===== src/rtl/adc_spi_capture.sv =====
// SPI ADC sample-acquisition front end: periodic trigger, conversion wait, 16-bit MSB-first capture.
// Optional build macro ADC_SIGN_CONV_EN converts the offset-binary ADC word to two's complement.
module adc_spi_capture #(
  parameter int CLK_DIV     = 4,
  parameter int CONV_CYCLES = 8,
  parameter int SAMPLE_DIV  = 1000
) (
  input  logic        clk,
  input  logic        rst,
  input  logic        enable,
  input  logic        adc_miso,
  output logic        adc_cs_n,
  output logic        adc_sclk,
  output logic [15:0] dout,
  output logic        data_refresh,
  output logic        busy,
  output logic        overrun
);

  localparam int TW = $clog2(SAMPLE_DIV + 1);
  localparam int CW = $clog2(CONV_CYCLES + 1);
  localparam int DW = $clog2(CLK_DIV + 1);

  typedef enum logic [1:0] {IDLE, CONV, SHIFT, DONE} state_t;

  state_t        state_q, state_d;
  logic [TW-1:0] trig_cnt_q, trig_cnt_d;
  logic [CW-1:0] conv_cnt_q, conv_cnt_d;
  logic [DW-1:0] div_cnt_q, div_cnt_d;
  logic [3:0]    bit_cnt_q, bit_cnt_d;
  logic [15:0]   shift_q, shift_d;
  logic [15:0]   dout_q, dout_d;
  logic          cs_n_q, cs_n_d;
  logic          sclk_q, sclk_d;
  logic          refresh_q, refresh_d;
  logic          busy_q, busy_d;
  logic          overrun_q, overrun_d;
  logic          trigger;

  // NOTE: every _d defaults to its _q (or to 0 for pulses) before the case, so no path leaves a latch.
  always_comb begin
    state_d    = state_q;
    conv_cnt_d = conv_cnt_q;
    div_cnt_d  = div_cnt_q;
    bit_cnt_d  = bit_cnt_q;
    shift_d    = shift_q;
    dout_d     = dout_q;
    sclk_d     = sclk_q;
    refresh_d  = 1'b0;
    overrun_d  = 1'b0;

    trigger = enable && (trig_cnt_q == TW'(SAMPLE_DIV - 1));
    if (!enable || trigger) trig_cnt_d = '0;
    else                    trig_cnt_d = trig_cnt_q + TW'(1);

    unique case (state_q)
      IDLE: begin
        if (trigger) begin
          state_d    = CONV;
          conv_cnt_d = '0;
        end
      end
      CONV: begin
        if (conv_cnt_q == CW'(CONV_CYCLES - 1)) begin
          state_d   = SHIFT;
          div_cnt_d = '0;
          bit_cnt_d = '0;
          sclk_d    = 1'b0;
        end else begin
          conv_cnt_d = conv_cnt_q + CW'(1);
        end
      end
      SHIFT: begin
        if (div_cnt_q == DW'(CLK_DIV - 1)) begin
          div_cnt_d = '0;
          sclk_d    = ~sclk_q;
          // Capture on the edge that raises sclk; the ADC has held miso for a full low phase.
          if (!sclk_q) begin
            shift_d = {shift_q[14:0], adc_miso};
          end else if (bit_cnt_q == 4'd15) begin
            state_d = DONE;
          end else begin
            bit_cnt_d = bit_cnt_q + 4'd1;
          end
        end else begin
          div_cnt_d = div_cnt_q + DW'(1);
        end
      end
      DONE: begin
        state_d   = IDLE;
        refresh_d = 1'b1;
`ifdef ADC_SIGN_CONV_EN
        dout_d = {~shift_q[15], shift_q[14:0]};
`else
        dout_d = shift_q;
`endif
      end
      default: state_d = IDLE;
    endcase

    // Dropped trigger: the frame in flight is untouched, only the pulse is raised.
    if (trigger && (state_q != IDLE)) overrun_d = 1'b1;

    cs_n_d = !((state_d == CONV) || (state_d == SHIFT));
    busy_d = (state_d != IDLE);
  end

  // NOTE: state uses non-blocking assignments so every flop samples the pre-edge _d values.
  always_ff @(posedge clk) begin
    if (rst) begin
      state_q    <= IDLE;
      trig_cnt_q <= '0;
      conv_cnt_q <= '0;
      div_cnt_q  <= '0;
      bit_cnt_q  <= '0;
      shift_q    <= '0;
      dout_q     <= '0;
      cs_n_q     <= 1'b1;
      sclk_q     <= 1'b0;
      refresh_q  <= 1'b0;
      busy_q     <= 1'b0;
      overrun_q  <= 1'b0;
    end else begin
      state_q    <= state_d;
      trig_cnt_q <= trig_cnt_d;
      conv_cnt_q <= conv_cnt_d;
      div_cnt_q  <= div_cnt_d;
      bit_cnt_q  <= bit_cnt_d;
      shift_q    <= shift_d;
      dout_q     <= dout_d;
      cs_n_q     <= cs_n_d;
      sclk_q     <= sclk_d;
      refresh_q  <= refresh_d;
      busy_q     <= busy_d;
      overrun_q  <= overrun_d;
    end
  end

  assign adc_cs_n     = cs_n_q;
  assign adc_sclk     = sclk_q;
  assign dout         = dout_q;
  assign data_refresh = refresh_q;
  assign busy         = busy_q;
  assign overrun      = overrun_q;

endmodule

===== config.mk =====
export PLATFORM = sky130hd
export DESIGN_NAME = adc_spi_capture
export DESIGN_NICKNAME = d
export VERILOG_FILES = /design/src/rtl/adc_spi_capture.sv
export SDC_FILE = /design/constraint.sdc
export NUM_CORES = 1
export LEC_CHECK = 0
export BUFFER_PORTS_ARGS = -buffer_cell sky130_fd_sc_hd__buf_2
export CAP_MARGIN = 20
export CORE_UTILIZATION = 53
export DETAILED_ROUTE_END_ITERATION = 10
export GPL_TIMING_DRIVEN = 0
export PLACE_DENSITY_LB_ADDON = 0.12
export RECOVER_POWER = 25
export SKIP_CTS_REPAIR_TIMING = 1
export SLEW_MARGIN = 20
export SYNTH_ARGS = -nofsm -noshare
export SYNTH_HDL_FRONTEND = slang
export SYNTH_SLANG_ARGS = --single-unit

===== constraint.sdc =====
create_clock -name clk -period 2.05 [get_ports clk]
set_clock_uncertainty 0.15 [all_clocks]
set_input_delay 0.1025 -clock clk [delete_from_list [all_inputs] [get_ports clk]]
set_output_delay 0.1025 -clock clk [all_outputs]
set_load 0.1 [all_outputs]

==> results by group, run 1 <==
Outcome
  • Status: completed

Logic synthesis
  • Dominant cells by area after synthesis: dfxtp_1, nand2_1, a21oi_1
  • Mapped cell area: roughly 2400 um^2
  • Sequential area share after synthesis: 0.506
  • Ys async rst share: 0
  • YS warnings: 0
  • Avg Cell Area, Syn: 8.60 um^2
  • Yosys cell types: 40
  • EDFF count, synth: 0
  • Area share of the largest cell type after synthesis: 0.506
  • Biggest area consumer among synthesized cells: dfxtp_1
  • Synthesized Nets: between 200 and 300
  • Post-Synthesis Cells: around 280
  • Synth Flop Type: dfxtp_1
  • Synthesis-stage register bit count: 60

Die
  • Initial Util: 0.573
  • Die area: between 4000 and 5000 um^2
  • Die Y: roughly 69 um
  • Die X: around 69 um
  • Total I/O pin count: 25
  • Core area: a little over 4000 um^2
  • Num rows: 23

Detailed routing
  • Antenna viol nets, final: 0
  • Routed vias/inst: between 5 and 6
  • WL/cell: 12.0 um
  • Final WL: 4410 um
  • Residual DRC count: 0
  • Routed via count: roughly 1,900
  • Detailed Route Iter0 Violations: a little under 80
  • Drt pass-1 iters: 6

Worst setup path
  • WP data arrival: 2.02 ns
  • Critical path fanouts, max: 9
  • CP bufs+invs: 1
  • Top delay family on crit path: simple AND/OR/NAND/NOR gates
  • WS Path Type: flip-flop to flip-flop
  • CP endpoint kind: flip-flop
  • CP Launch Type: flip-flop
  • Crit-path slowest cell: or3b_1
  • Max stage delay on crit path: ~0.42 ns
  • Worst Path Required: approximately 2.1 ns
  • Worst path cell trace: buf_2 -> or3b_1 -> nor4_4 -> a311oi_1 -> ha_1 -> nand2b_1

Cells and area
  • Fin cells: roughly 370
  • Ant. Diodes: 0
  • Nets: roughly 320
  • Area added between synthesis and finish: 16.8%
  • Share of cells above drive strength 1: 0.113

Timing
  • Max-slew violation count: 0
  • Fin crit share: 0.960
  • Final worst setup slack: 0.0827 ns
  • Max-slew headroom: 0.221
  • Period minus WS final: around 2.0 ns
  • Final Hold Viols: 0
  • Setup_tns: 0 ns
  • Slew of the pin with the lowest slew margin: around 1.2 ns
  • Maximum clock rate: roughly 500 MHz
  • # setup viols final: 0
  • Unrepaired setup endpoints after global routing: false

Power
  • Power per standard cell area: just over 800 nW/um^2
  • Total chip power: about 2.2 mW
  • Worst VDD drop: around 0.52 mV
  • Total leakage power: about 1.0 nW

Job
  • Max cap viols: 0

Placement
  • RD Place Congestion: just over 0.7
  • Placed Cells incl. Taps: 350
  • Post-DP HPWL: between 3000 and 4000 um
  • DP Worst Slack: around 0.031 ns
  • Port Buffers: 24

Global routing
  • Vias in the first global route: approximately 1,600
  • Initial antenna violation count: 0
  • Total gr overflow: 0
  • Largest net degree at the start of global routing: 11
  • First-pass GRT wire length: 7200 um
  • GRT Resource Usage Total: 0.215

CTS
  • Sink Count: 60
  • Root Driver: clkbuf_8
  • CTS clk-pin slew, worst paths: roughly 0.060 ns
  • CTS tree: yes
  • Htree depth: 3
  • CTS Buf Count: 9
  • Clk_lat worst skew: between 0.3 and 0.4 ns
  • Bufs on Longest Clock Path: 2

Worst hold path
  • Hold Path Class: flip-flop to flip-flop
[layout by cell type, fill, tap and decap left out, drive strengths merged, types with 4 or more instances in the layout]
cell type   n
nand3       6
and3        4
buf        15
xor2        5
a21oi      39
xnor2       4
dfxtp      60
or3         4
o21ai       4
nor3        4
nor2       21
nand2      71
clkbuf     37
ha          5
[synth_stat cells, drive strengths merged (2+ instances only)]
cell and number:
nand2 71, dfxtp 60, a21oi 39, nor2 21, clkbuf 8, buf 7
nand3 6, ha 5, xor2 5, and3 4, nor3 4, o21ai 4
or3 4, xnor2 4, and2b 3, nand2b 3, nand4 3, a21boi 2
and2 2, inv 2, nor3b 2, or3b 2, or4b 2
[through the flow]
stage                util  instance area, um^2  hold slack, ns
floorplan               -                 2370          0.0885
global placement    0.617                 2560           0.199
detailed placement  0.617                 2560           0.205
CTS                 0.663                 2750          -0.147
global route        0.669                 2770           0.323
finish              0.669                 2770           0.301
[power by group]
part	leakage (nW)	internal [mW]	switching, mW	total [mW]
clock network	0.0983	0.612	0.410	1.02
logic	0.449	0.0124	0.0241	0.0365
registers	0.484	1.17	0.00160	1.17
total	1.03	1.79	0.436	2.23
[worst min-delay path, cell delays in order, from the launching register on]
cell and delay (ns):
dfxtp_1 0.30, nand2_1 0.05, a21oi_1 0.05
[sequential cells by signal (all words and copies together), names as in the netlist]
register and count:
conv_cnt_q 4, trig_cnt_q 10, dout 16, div_cnt_q 3, state_q 2, bit_cnt_q 4
adc_cs_n 1, overrun 1, adc_sclk 1, busy 1, shift_q 16, data_refresh 1
[path summary, 6_finish.rpt]
check | from | end | slack (ns) | depth (start not counted)
hold / removal | dout[3] | dout[3] | 0.30 | 2
setup reg to reg | state_q[0] | adc_cs_n | 0.08 | 6
hold reg to reg | dout[3] | dout[3] | 0.30 | 2
setup / recovery | state_q[0] | adc_cs_n | 0.08 | 6
[kinds of logic after synthesis]
kind of cell,Yosys count,share of synthesized area
AND/OR/NAND/NOR,133,0.269
XOR/XNOR,9,0.0332
AO/OA/AOI/OAI,52,0.131
buffers and inverters,17,0.0348
adder cells (fa/ha/maj),5,0.0264
flip-flops,60,0.506
[area by class of cell]
class / count / area, um^2
buffer: 14 / 71.3
clock buffer: 12 / 155
clock inverter: 2 / 35.0
fill: 389 / 1370
inverter: 2 / 7.51
multi-input combinational: 199 / 1090
sequential: 60 / 1200
tap: 50 / 62.6
timing repair buffer: 29 / 148
[layer usage]
layer  global-route usage  routed length (um)  up-vias
met5                    0                   0        -
met4               0.0689                  62        0
met3                0.104                 133        6
met2                0.331                1970       26
met1                0.263                2240      861
li1                     -                   -     1004
Power figures use the tool's default switching activity.
==> run 2, diff against run 1 <==
Settings changed: BUFFER_PORTS_ARGS -buffer_cell sky130_fd_sc_hd__buf_2 to -buffer_cell sky130_fd_sc_hd__buf_4.
==> results by group, run 2 (synthesized netlist as in run 1, its figures left out) <==
CTS
  • Bufs on Longest Clock Path: 2 (unchanged)
  • Htree depth: 3 (unchanged)
  • Sink Count: 60 (unchanged)
  • CTS clk-pin slew, worst paths: 0.06 ns (about the same)
  • CTS Buf Count: 9 (unchanged)
  • CTS tree: yes (unchanged)
  • Clk_lat worst skew: 0.33 ns (about the same)
  • Root Driver: clkbuf_8 (unchanged)

Global routing
  • First-pass GRT wire length: 7290 um (was 7200 um)
  • Total gr overflow: 0 (unchanged)
  • GRT Resource Usage Total: 0.214 (was 0.215)
  • Initial antenna violation count: 0 (unchanged)
  • Vias in the first global route: 1,690 (was 1,627)
  • Largest net degree at the start of global routing: 11 (unchanged)

Detailed routing
  • Residual DRC count: 0 (unchanged)
  • Drt pass-1 iters: 4 (was 6)
  • Routed via count: 1,933 (was 1,897)
  • Routed vias/inst: 5.22 (was 5.15)
  • Final WL: 4520 um (was 4410 um)
  • WL/cell: 12.2 um (was 12.0 um)
  • Antenna viol nets, final: 0 (unchanged)
  • Detailed Route Iter0 Violations: 108 (was 78)

Timing
  • Hold Slack: 0.303 ns (was 0.301 ns)
  • Fin crit share: 0.933 (was 0.960)
  • Max-slew violation count: 0 (unchanged)
  • # setup viols final: 0 (unchanged)
  • Maximum clock rate: 523 MHz (was 508 MHz)
  • Slew of the pin with the lowest slew margin: 1.16 ns (was 1.17 ns)
  • Period minus WS final: 1.91 ns (was 1.97 ns)
  • Final Hold Viols: 0 (unchanged)
  • Unrepaired setup endpoints after global routing: true (was false)
  • Max-slew headroom: 0.232 (was 0.221)

Worst setup path
  • Worst Path Required: 2.11 ns (about the same)
  • CP Launch Type: flip-flop (unchanged)
  • Critical path fanouts, max: 9 (unchanged)
  • WS Path Type: flip-flop to flip-flop (unchanged)
  • WP data arrival: 1.97 ns (was 2.02 ns)
  • CP endpoint kind: flip-flop (unchanged)
  • R2r setup slk: 0.14 ns (was 0.08 ns)

Placement
  • Port Buffers: 24 (unchanged)
  • RD Place Congestion: 0.754 (was 0.727)
  • Post-DP HPWL: 3100 um (was 3010 um)

Die
  • Die area: 4750 um^2 (unchanged)
  • Total I/O pin count: 25 (unchanged)
  • Num rows: 23 (unchanged)
  • Core area: 4140 um^2 (unchanged)
  • Die Y: 68.9 um (unchanged)
  • Initial Util: 0.573 (unchanged)
  • Die X: 68.9 um (unchanged)

Power
  • Total chip power: 2.37 mW (was 2.23 mW)
  • Power per standard cell area: 841 nW/um^2 (was 804 nW/um^2)
  • Total leakage power: 1.08 nW (was 1.03 nW)
  • Worst VDD drop: 0.673 mV (was 0.520 mV)

Cells and area
  • Nets: 324 (unchanged)
  • Area added between synthesis and finish: 19.0% (was 16.8%)
  • Commonest non-fill, non-tap cell in the layout: nand2_1 (unchanged)
  • Share of cells above drive strength 1: 0.150 (was 0.113)
  • Ant. Diodes: 0 (unchanged)
  • Most frequent cells in the layout: nand2_1, dfxtp_1, a21oi_1 (unchanged)

Job
  • Max cap viols: 0 (unchanged)

Outcome
  • Status: completed (unchanged)

Worst hold path
  • Hold Path Class: flip-flop to flip-flop (unchanged)
## run 2: through the flow
stage	instances	TNS, ns	utilization	cell area [um^2]	setup WS [ns]
6_report	370	0	0.681	2820	0.137
5_1_grt	370	-0.00602	0.681	2820	-0.00335
4_1_cts	366	0	0.684	2840	0.0672
3_5_place_dp	350	0	0.632	2620	0.0915
3_3_place_gp	350	0	0.632	2620	0.0702
2_1_floorplan	276	0	-	2370	0.207
## run 2: final timing paths
path                            depth (start not counted)  startpoint  endpoint
worst max-delay path                                    6  state_q[0]  adc_cs_n
worst min-delay path                                    2    dout[14]  dout[14]
worst max register to register                          6  state_q[0]  adc_cs_n
worst min register to register                          2    dout[14]  dout[14]
## run 2: worst max-delay path, stage by stage, from the launching register on
cell	delay, ns
dfxtp_1	0.30
buf_2	0.16
or3b_1	0.43
nor4_4	0.29
a311oi_1	0.10
ha_1	0.30
nand2b_1	0.07
## run 2: cell type report
type,instances,area [um^2]
Clock buffer,12,145
Fill cell,360,1320
Clock inverter,4,72.6
Buffer,15,75.1
Tap cell,50,62.6
Inverter,2,7.51
Sequential cell,60,1200
Multi-Input combinational cell,199,1090
Timing Repair Buffer,28,164
## run 2: report_power, final
group	total [mW]	leakage (nW)	internal, mW	switching, mW
Clock	1.17	0.107	0.716	0.452
Combinational	0.0378	0.489	0.0140	0.0238
Sequential	1.17	0.484	1.17	0.00156
## run 2: per-layer routing
layer	routed length (um)	vias up	track usage
met2	1970	27	0.328
met5	0	-	0
met4	92	0	0.117
met3	193	14	0.0691
met1	2270	879	0.263
li1	-	1013	-
==> run 3, diff against run 2 <==
Settings changed: ABC_AREA set to 1.
==> results by group, run 3 <==
Cells and area
  • Commonest non-fill, non-tap cell in the layout: nor2_1 (was nand2_1)
  • Area added between synthesis and finish: 16.9% (was 19.0%)
  • Nets: 361 (was 324)
  • Ant. Diodes: 0 (unchanged)
  • Share of cells above drive strength 1: 0.180 (was 0.150)
  • Most frequent cells in the layout: nor2_1, dfxtp_1, nand2_1 (was nand2_1, dfxtp_1, a21oi_1)
  • Core Util, Final: 0.649 (was 0.681)
  • Fillers: 420 (was 360)

Detailed routing
  • Drt pass-1 iters: 4 (unchanged)
  • WL/cell: 11.1 um (was 12.2 um)
  • Residual DRC count: 0 (unchanged)
  • Final WL: 4520 um (about the same)
  • Detailed Route Iter0 Violations: 90 (was 108)
  • Routed via count: 2,043 (was 1,933)
  • Antenna viol nets, final: 0 (unchanged)
  • Routed vias/inst: 5.01 (was 5.22)

CTS
  • Bufs on Longest Clock Path: 2 (unchanged)
  • CTS Buf Count: 9 (unchanged)
  • Sink Count: 60 (unchanged)
  • Htree depth: 3 (unchanged)
  • Root Driver: clkbuf_8 (unchanged)
  • Clk_lat worst skew: 0.33 ns (about the same)
  • CTS tree: yes (unchanged)
  • CTS clk-pin slew, worst paths: 0.06 ns (about the same)

Timing
  • Hold Slack: 0.312 ns (was 0.303 ns)
  • Fin crit share: 0.882 (was 0.933)
  • Unrepaired setup endpoints after global routing: false (was true)
  • Final Hold Viols: 0 (unchanged)
  • Maximum clock rate: 553 MHz (was 523 MHz)
  • # setup viols final: 0 (unchanged)
  • Max-slew violation count: 0 (unchanged)
  • Slew of the pin with the lowest slew margin: 1.16 ns (about the same)
  • Setup_tns: 0 ns (unchanged)
  • Period minus WS final: 1.81 ns (was 1.91 ns)
  • Max-slew headroom: 0.232 (about the same)

Die
  • Total I/O pin count: 25 (unchanged)
  • Initial Util: 0.555 (was 0.573)
  • Die X: 70.0 um (was 68.9 um)
  • Die area: 4900 um^2 (was 4750 um^2)
  • Core area: 4410 um^2 (was 4140 um^2)
  • Num rows: 24 (was 23)
  • Die Y: 70.0 um (was 68.9 um)

Power
  • Total leakage power: 1.15 nW (was 1.08 nW)
  • Power per standard cell area: 841 nW/um^2 (about the same)
  • Worst VDD drop: 0.588 mV (was 0.673 mV)
  • Total chip power: 2.41 mW (was 2.37 mW)

Logic synthesis
  • Synth Area in Adders: 0.0255 (was 0.0264)
  • Avg Cell Area, Syn: 7.81 um^2 (was 8.60 um^2)
  • Commonest cells post-synth: nor2_1, dfxtp_1, nand2_1 (was nand2_1, dfxtp_1, a21oi_1)
  • Main combinational cell family by area after synthesis: simple AND/OR/NAND/NOR gates (unchanged)
  • Yosys cell types: 34 (was 40)
  • YS warnings: 0 (unchanged)
  • Fraction of the mapped netlist area in compound gates: 0.108 (was 0.131)
  • Biggest area consumer among synthesized cells: dfxtp_1 (unchanged)
  • EDFF count, synth: 0 (unchanged)
  • Synthesized Nets: 323 (was 285)
  • Sequential area share after synthesis: 0.490 (was 0.506)
  • Post-Synthesis Cells: 314 (was 276)
  • Most frequent cell after synthesis: nor2_1 (was nand2_1)
  • Post-Synth XOR/XNOR Area: 0.0107 (was 0.0332)
  • Post-synthesis mux area share: 0 (unchanged)
  • Post-Synth Simple-Gate Area: 0.314 (was 0.269)
  • Ys async rst share: 0 (unchanged)
  • Area share of the largest cell type after synthesis: 0.490 (was 0.506)
  • Synthesis-stage register bit count: 60 (unchanged)
  • Mapped cell area: 2450 um^2 (was 2370 um^2)
  • Synth Flop Type: dfxtp_1 (unchanged)
  • Dominant cells by area after synthesis: dfxtp_1, nor2_1, o21ai_0 (was dfxtp_1, nand2_1, a21oi_1)

Global routing
  • Largest net degree at the start of global routing: 11 (unchanged)
  • Vias in the first global route: 1,816 (was 1,690)
  • Total gr overflow: 0 (unchanged)
  • GRT Resource Usage Total: 0.199 (was 0.214)
  • Initial antenna violation count: 0 (unchanged)
  • First-pass GRT wire length: 7710 um (was 7290 um)

Worst hold path
  • Hold Path Class: flip-flop to flip-flop (unchanged)

Worst setup path
  • Max stage delay on crit path: 0.37 ns (was 0.43 ns)
  • Worst path cell trace: ha_1 -> nand2_1 -> nor2_1 -> nand3_1 -> nand2_1 -> nand2_1 -> nand2_1 -> inv_2 -> ha_1 -> nand2_1 (was buf_2 -> or3b_1 -> nor4_4 -> a311oi_1 -> ha_1 -> nand2b_1)
  • CP endpoint kind: flip-flop (unchanged)
  • Most used cell, CP: nand2_1
  • Worst Path Required: 2.10 ns (was 2.11 ns)
  • CP Launch Type: flip-flop (unchanged)
  • Critical path fanouts, max: 4 (was 9)
  • WP data arrival: 1.86 ns (was 1.97 ns)
  • Crit-path slowest cell: dfxtp_1 (was or3b_1)
  • WS Path Type: flip-flop to flip-flop (unchanged)

Placement
  • RD Place Congestion: 0.783 (was 0.754)
  • Port Buffers: 24 (unchanged)
  • Post-DP HPWL: 3180 um (was 3100 um)

Outcome
  • Status: completed (unchanged)

Job
  • Max cap viols: 0 (unchanged)
-- run 3: kinds of logic (layout without fill, tap and decap cells) --
family,Yosys count,after routing
adders and majority gates,5,5
xor gates and xnor gates,3,3
and+or+nand+nor,169,169
AOI/OAI and AO/OA,49,49
DFF,60,60
buffers and inverters,28,70
-- run 3: per-stage QoR --
| stage | area, um^2 | setup slack, ns | instances |
|---|---|---|---|
| final | 2870 | 0.241 | 408 |
| after global routing | 2870 | 0.0778 | 408 |
| after CTS | 2890 | 0.227 | 405 |
| after detailed placement | 2700 | 0.246 | 390 |
| after global placement | 2700 | 0.258 | 390 |
| after floorplan | 2450 | 0.126 | 314 |
-- run 3: cell type report --
class | count | area (um^2) | area share
clock buffers | 10 | 138 | 0.0480
clock inverters | 5 | 52.6 | 0.0183
flip-flops and latches | 60 | 1200 | 0.419
plain buffers | 9 | 52.6 | 0.0183
multi-input cells | 226 | 1120 | 0.392
well taps | 52 | 65.1 | 0.0227
inverters | 19 | 73.8 | 0.0258
repair buffers | 27 | 159 | 0.0555
-- run 3: worst paths after layout --
path / from / endpoint / slack [ns] / depth (start not counted)
min: trig_cnt_q[0] / trig_cnt_q[0] / 0.31 / 1
min reg2reg: trig_cnt_q[0] / trig_cnt_q[0] / 0.31 / 1
max: trig_cnt_q[0] / adc_cs_n / 0.24 / 10
max reg2reg: trig_cnt_q[0] / adc_cs_n / 0.24 / 10
-- run 3: critical path, delay by kind of cell (launching register included) --
family	cells	cell delay [ns]
simple gates	7	0.66
fa+ha+maj	2	0.44
flops	1	0.37
buf+inv	1	0.04
-- run 3: per-layer routing --
metal / share of wire / up-vias / GRT usage / wire, um
li1: - / 1096 / - / -
met1: 0.49 / 909 / 0.247 / 2210
met2: 0.47 / 34 / 0.319 / 2110
met3: 0.034 / 4 / 0.0433 / 155
met4: 0.010 / 0 / 0.113 / 47
met5: 0 / - / 0 / 0
-- run 3: where the power goes --
group	switching (mW)	leakage [nW]	internal, mW
sequential	0.0146	0.484	1.18
combinational	0.140	0.569	0.0493
clock	0.443	0.0979	0.580
